### config.mk
export PLATFORM = sky130hd
export DESIGN_NAME = fetch_sequencer
export DESIGN_NICKNAME = d
export VERILOG_FILES = /design/src/rtl/fetch_sequencer.sv
export SDC_FILE = /design/constraint.sdc
export NUM_CORES = 1
export LEC_CHECK = 0
export ABC_CLOCK_PERIOD_IN_PS = 5250
export BUFFER_PORTS_ARGS = -buffer_cell sky130_fd_sc_hd__buf_2
export CAP_MARGIN = 10
export CELL_PAD_IN_SITES_DETAIL_PLACEMENT = 1
export CELL_PAD_IN_SITES_GLOBAL_PLACEMENT = 2
export CORE_MARGIN = 3
export CORE_UTILIZATION = 25
export DETAILED_ROUTE_END_ITERATION = 10
export MAX_ROUTING_LAYER = met4
export PLACE_DENSITY_LB_ADDON = 0.25
export SLEW_MARGIN = 20
export SYNTH_ARGS = -nofsm -noshare
export SYNTH_HDL_FRONTEND = slang
export SYNTH_SLANG_ARGS = --single-unit
### constraint.sdc
create_clock -name Clk -period 5.25 [get_ports Clk]
set_input_delay 0.2625 -clock Clk [delete_from_list [all_inputs] [get_ports Clk]]
set_output_delay 0.2625 -clock Clk [all_outputs]
set_load 0.01 [all_outputs]
### src/rtl/fetch_sequencer.sv
// fetch_sequencer: program-counter owner and fetch control FSM.
// Selects a program base on Start, then steps, branches, stalls or halts the
// PC that addresses the instruction ROM. All outputs are registered.
// Optional build macro: FETCH_CYCLE_COUNT_EN adds the CycleCnt output, a
// saturating count of non-stalled RUN edges.
module fetch_sequencer #(
    parameter int PC_W       = 11,
    parameter int OFF_W      = 8,
    parameter int PROG0_BASE = 0,
    parameter int PROG1_BASE = 256,
    parameter int PROG2_BASE = 512
) (
    input  logic             Clk,
    input  logic             Reset,
    input  logic             Start,
    input  logic [1:0]       ProgSel,
    input  logic             Halt,
    input  logic             BrFwd,
    input  logic             BrBwd,
    input  logic [OFF_W-1:0] Target,
    input  logic             Stall,
    output logic [PC_W-1:0]  ProgCtr,
    output logic             FetchValid,
    output logic             Done,
    output logic             BrErr
`ifdef FETCH_CYCLE_COUNT_EN
    ,
    output logic [15:0]      CycleCnt
`endif
);

    typedef enum logic [1:0] {
        IDLE   = 2'd0,
        ARMED  = 2'd1,
        RUN    = 2'd2,
        HALTED = 2'd3
    } state_e;

    state_e            state_q, state_d;
    logic [PC_W-1:0]   pc_q, pc_d;
    logic              fetch_valid_q, fetch_valid_d;
    logic              done_q, done_d;
    logic              br_err_q, br_err_d;
    logic [PC_W-1:0]   target_ext;
    logic [PC_W-1:0]   base_sel;

    // Map a program index to its start address; index 3 falls back to program 0.
    function automatic logic [PC_W-1:0] base_addr(input logic [1:0] sel);
        case (sel)
            2'd1:    return PC_W'(PROG1_BASE);
            2'd2:    return PC_W'(PROG2_BASE);
            default: return PC_W'(PROG0_BASE);
        endcase
    endfunction

    // Branch offsets are unsigned magnitudes; direction comes from BrFwd/BrBwd.
    assign target_ext = PC_W'(Target);
    assign base_sel   = base_addr(ProgSel);

    // Next-state, next-PC and sticky error computation for every state.
    always_comb begin
        // NOTE: every variable gets a default first so no path leaves it unassigned and no latch is inferred.
        state_d  = state_q;
        pc_d     = pc_q;
        br_err_d = br_err_q;

        case (state_q)
            IDLE: begin
                pc_d = '0;
                if (Start) begin
                    state_d  = ARMED;
                    pc_d     = base_sel;
                    br_err_d = 1'b0;
                end
            end

            ARMED: begin
                // The last ProgSel seen while Start is held wins.
                if (Start) begin
                    pc_d = base_sel;
                end else begin
                    state_d = RUN;
                end
            end

            RUN: begin
                if (Start) begin
                    // Restart abandons the current program; BrErr is kept.
                    state_d = ARMED;
                    pc_d    = base_sel;
                end else if (Stall) begin
                    pc_d = pc_q;
                end else if (Halt) begin
                    state_d = HALTED;
                end else if (BrFwd && BrBwd) begin
                    pc_d     = pc_q + PC_W'(1);
                    br_err_d = 1'b1;
                end else if (BrFwd) begin
                    pc_d = pc_q + target_ext;
                end else if (BrBwd) begin
                    pc_d = pc_q - target_ext;
                end else begin
                    pc_d = pc_q + PC_W'(1);
                end
            end

            HALTED: begin
                if (Start) begin
                    state_d  = ARMED;
                    pc_d     = base_sel;
                    br_err_d = 1'b0;
                end
            end

            default: begin
                state_d = IDLE;
                pc_d    = '0;
            end
        endcase

        // Status flags are registered versions of the next state.
        fetch_valid_d = (state_d == RUN);
        done_d        = (state_d == HALTED);
    end

`ifdef FETCH_CYCLE_COUNT_EN
    logic [15:0] cyc_cnt_q, cyc_cnt_d;

    // Count productive RUN edges; clear on entry to ARMED, saturate at all-ones.
    always_comb begin
        cyc_cnt_d = cyc_cnt_q;
        if (state_d == ARMED) begin
            cyc_cnt_d = '0;
        end else if ((state_q == RUN) && !Stall && (cyc_cnt_q != 16'hFFFF)) begin
            cyc_cnt_d = cyc_cnt_q + 16'd1;
        end
    end

    // Cycle counter register with synchronous reset.
    always_ff @(posedge Clk) begin
        if (!Reset) begin
            cyc_cnt_q <= '0;
        end else begin
            cyc_cnt_q <= cyc_cnt_d;
        end
    end

    assign CycleCnt = cyc_cnt_q;
`endif

    // State and output registers; reset is sampled on the clock edge.
    always_ff @(posedge Clk) begin
        // NOTE: sequential state uses non-blocking assignments so all flops update from pre-edge values.
        if (!Reset) begin
            state_q       <= IDLE;
            pc_q          <= '0;
            fetch_valid_q <= 1'b0;
            done_q        <= 1'b0;
            br_err_q      <= 1'b0;
        end else begin
            state_q       <= state_d;
            pc_q          <= pc_d;
            fetch_valid_q <= fetch_valid_d;
            done_q        <= done_d;
            br_err_q      <= br_err_d;
        end
    end

    assign ProgCtr    = pc_q;
    assign FetchValid = fetch_valid_q;
    assign Done       = done_q;
    assign BrErr      = br_err_q;

endmodule

==> qor.txt <==
Seq pwr share - 0.360
P_sw - 0.135 mW
CP Cell Sequence - inv_1 > ha_1 > fa_1 > nor2b_4 > o31a_2 > a311oi_2 > a221o_1 > a221o_1 > a31oi_1
Comb power frac - 0.315
Most used cell, CP - a221o_1
Highest-delay cell along the critical path - dfxtp_1
First-pass GRT wire length - 12000 µm
Initial cell density of the core - 0.265
Pre-CTS WS - 2.71 ns
Worst r2r dst - ProgCtr[8]
RD Place Congestion - 0.852
Nets - 341
CTS tree - yes
H-tree Lvls - 1
Vias/cell - 5.39
Max incr delay on CP - 0.47 ns
Setup TNS - 0 ns
Drt wl/cell - 18.0 µm
Post-synthesis instance total - 278
Clock net sink count - 16
Via count - 2166
GRT Total Usage - 0.159
Worst Hold Class - in2reg
Leakage power - 0.985 nW
Area growth from synthesis to layout - 12.0%
Ys Warns - 0
Reg2reg start - ProgCtr[0]
Synth cell types - 70
Tightest Pin Transition - 0.790 ns
Row cnt - 32
Max Clock Freq - 0.395 GHz
Antenna violations before repair - 0
Worst hold endpoint - ProgCtr[8]
Max VDD drop - 0.0563 mV
Starting DRC count in detailed routing - 56
CTS Hold Bufs - 0
Synthesized cell area - 2100 µm²
Post-route ant nets - 0
I/O Buffers - 30
Rel. slew slack - 0.474
Minimum clock period - 2.53 ns
Final hold vios - 0
Period utilisation layout - 0.482
Clock tree buffer depth - 2
# resized after CTS - 0
Unrepaired setup endpoints after global routing - false
Register area share after synthesis - 0.153
Final Util - 0.297
Post-synth EDFFs - 0
CP Capture Type - flop
Flop2flop setup slack - 2.72 ns
Post-synthesis register bit count - 16
Vias in the first global route - 2203
Worst-path clk slew - 0.07 ns
Die X - 97.6 µm
CTS Root Cell - clkbuf_8
Io pins - 31
Routed Wire Length - 7230 µm
Die area - 9530 µm²
Layout Cells excl Fill - 402
Final WS setup - 2.72 ns
Placed cell count - 398
Largest net degree at the start of global routing - 17
Worst-Skew Late Latency - 0.26 ns
Hold depth - 3
Slew Limit Fails - 0
Switching portion of total power - 0.362
Die height - 97.6 µm
Max-cap violation count - 0
Share of cells above drive strength 1 - 0.170
Syn avg cell area - 7.55 µm²
Post-CTS Setup Repair Bufs - 0
Layout fillers - 991
Worst reg-to-reg path cell count - 9
Async set-reset flop share out of synthesis - 0
Type of the worst setup path - reg2reg
Inserted Diodes - 0
Internal power - 0.239 mW
Mapped Nets - 318
Ys flop type - dfxtp_1
Hold_sp - ProgSel[0]
Worst Path Max Fanout - 8
Worst setup SP type - flop
Worst EP required - 5.43 ns
Setup violations, final - 0
Critical Path AT - 2.72 ns
Grt ovf - 0
Pre-antenna DRT Iters - 4
Clk network pwr share - 0.324
Post-Route Skew - 0.0119 ns
# DRC - 0
Final HPWL DP - 5570 µm
Status - complete, no violations
Pwr dens - 159 nW/µm²
Inserted Clock Buffers - 3
Core area - 7930 µm²
[per-stage QoR]
stage | power [mW] | hold WS (ns) | area [µm²]
6_report | 0.374 | 0.305 | 2350
5_1_grt | 0.399 | 0.352 | 2350
4_1_cts | 0.380 | 0.301 | 2350
3_5_place_dp | 0.255 | 0.482 | 2300
3_3_place_gp | 0.254 | 0.475 | 2300
2_1_floorplan | 0.220 | 0.400 | 2100
[final cells by class]
| class | count | area, µm² | area share |
|---|---|---|---|
| Tap cell | 102 | 128 | 0.0543 |
| Timing Repair Buffer | 30 | 150 | 0.0638 |
| Clock buffer | 4 | 55.1 | 0.0234 |
| Sequential cell | 16 | 320 | 0.136 |
| Multi-Input combinational cell | 225 | 1610 | 0.682 |
| Inverter | 25 | 93.8 | 0.0399 |
[logic make-up after synthesis]
| logic type | count (synthesis) | share of synthesized area |
|---|---|---|
| AOI/OAI and AO/OA | 92 | 0.310 |
| xor gates and xnor gates | 8 | 0.0334 |
| adders and majority gates | 23 | 0.144 |
| buffers and inverters | 37 | 0.0828 |
| DFF | 16 | 0.153 |
| muxes | 6 | 0.0292 |
| and+or+nand+nor | 96 | 0.247 |
[power by group through the flow]
stage	sequential, mW	combinational [mW]	clock, mW
floorplan	0.134	0.0864	0
global placement	0.137	0.117	0
detailed placement	0.138	0.117	0
CTS	0.135	0.118	0.127
global route	0.136	0.133	0.131
finish	0.135	0.118	0.121
[registers in the layout, indices dropped and copies added (netlist names)]
| register | count |
|---|---|
| ProgCtr | 11 |
| state_q | 2 |
| BrErr | 1 |
| Done | 1 |
| FetchValid | 1 |
[worst max-delay path, delay by kind of cell (launching register included)]
family	cells	cell delay, ns
AND/OR/NAND/NOR	1	0.14
flip-flops	1	0.47
adder cells (fa/ha/maj)	2	0.67
AO/OA/AOI/OAI	5	1.11
buffers and inverters	1	0.08
[placed cells by master (no fill, tap or decap), types with 2 or more instances in the layout]
cell,count
a31oi_1,10
buf_2,30
or2_1,2
a211oi_1,2
nand2b_1,5
nand3b_1,3
xor2_1,3
nor2b_1,3
nor2b_4,2
clkbuf_8,4
nor4_1,4
a32o_1,2
nand3_1,2
nor3_1,8
a221o_1,3
a21oi_1,15
nand4_1,4
mux2i_1,5
fa_1,2
ha_1,21
inv_1,24
o211ai_1,2
and2_1,3
o21a_1,4
o221a_2,2
dfxtp_1,16
o22ai_1,2
xnor2_1,5
nor2_1,23
o221ai_1,2
a21o_1,3
o21ai_0,21
nand4b_1,2
a21boi_0,2
and3_1,2
a221oi_1,4
nand2_1,23
[worst max-delay path by stage]
stage,startpoint,to,cells past startpoint
finish,ProgCtr[0],ProgCtr[8],9
global route,ProgCtr[0],ProgCtr[8],9
CTS,ProgCtr[0],ProgCtr[8],9
detailed placement,ProgCtr[0],ProgCtr[8],9
global placement,Target[1],ProgCtr[7],9
floorplan,ProgCtr[0],ProgCtr[8],9
[per-layer routing]
layer	up-vias	share of wire	global-route usage
met4	0	0.015	0.0373
met5	-	0	-
met2	38	0.44	0.242
met1	1053	0.52	0.226
li1	1066	-	-
met3	9	0.023	0.0144
[cells in the mapped netlist (all sizes together), types with 2 or more instances]
master | number | share of area
o22ai | 2 | 0.0060
a311oi | 2 | 0.011
a221o | 4 | 0.020
a21boi | 3 | 0.011
a21o | 3 | 0.011
fa | 2 | 0.019
inv | 24 | 0.043
nand2b | 6 | 0.021
nand3 | 2 | 0.0048
o221a | 2 | 0.011
nand4 | 4 | 0.012
and3 | 2 | 0.0060
nor4 | 4 | 0.012
dfxtp | 16 | 0.15
a21oi | 15 | 0.036
nor2b | 6 | 0.026
nand4b | 2 | 0.0083
a32o | 2 | 0.0095
mux2i | 5 | 0.024
o21ai | 21 | 0.050
buf | 5 | 0.015
o21a | 4 | 0.014
nand3b | 3 | 0.011
a221oi | 5 | 0.024
o221ai | 2 | 0.0083
ha | 21 | 0.13
o211ai | 2 | 0.0071
a31oi | 11 | 0.036
clkbuf | 7 | 0.023
or2 | 3 | 0.0089
nand2 | 23 | 0.041
and2 | 5 | 0.015
nor3 | 8 | 0.019
o31a | 2 | 0.0089
a211oi | 2 | 0.0071
nor2 | 23 | 0.041
xor2 | 3 | 0.013
xnor2 | 5 | 0.021
No activity file was read; power rests on OpenSTA's default activity.
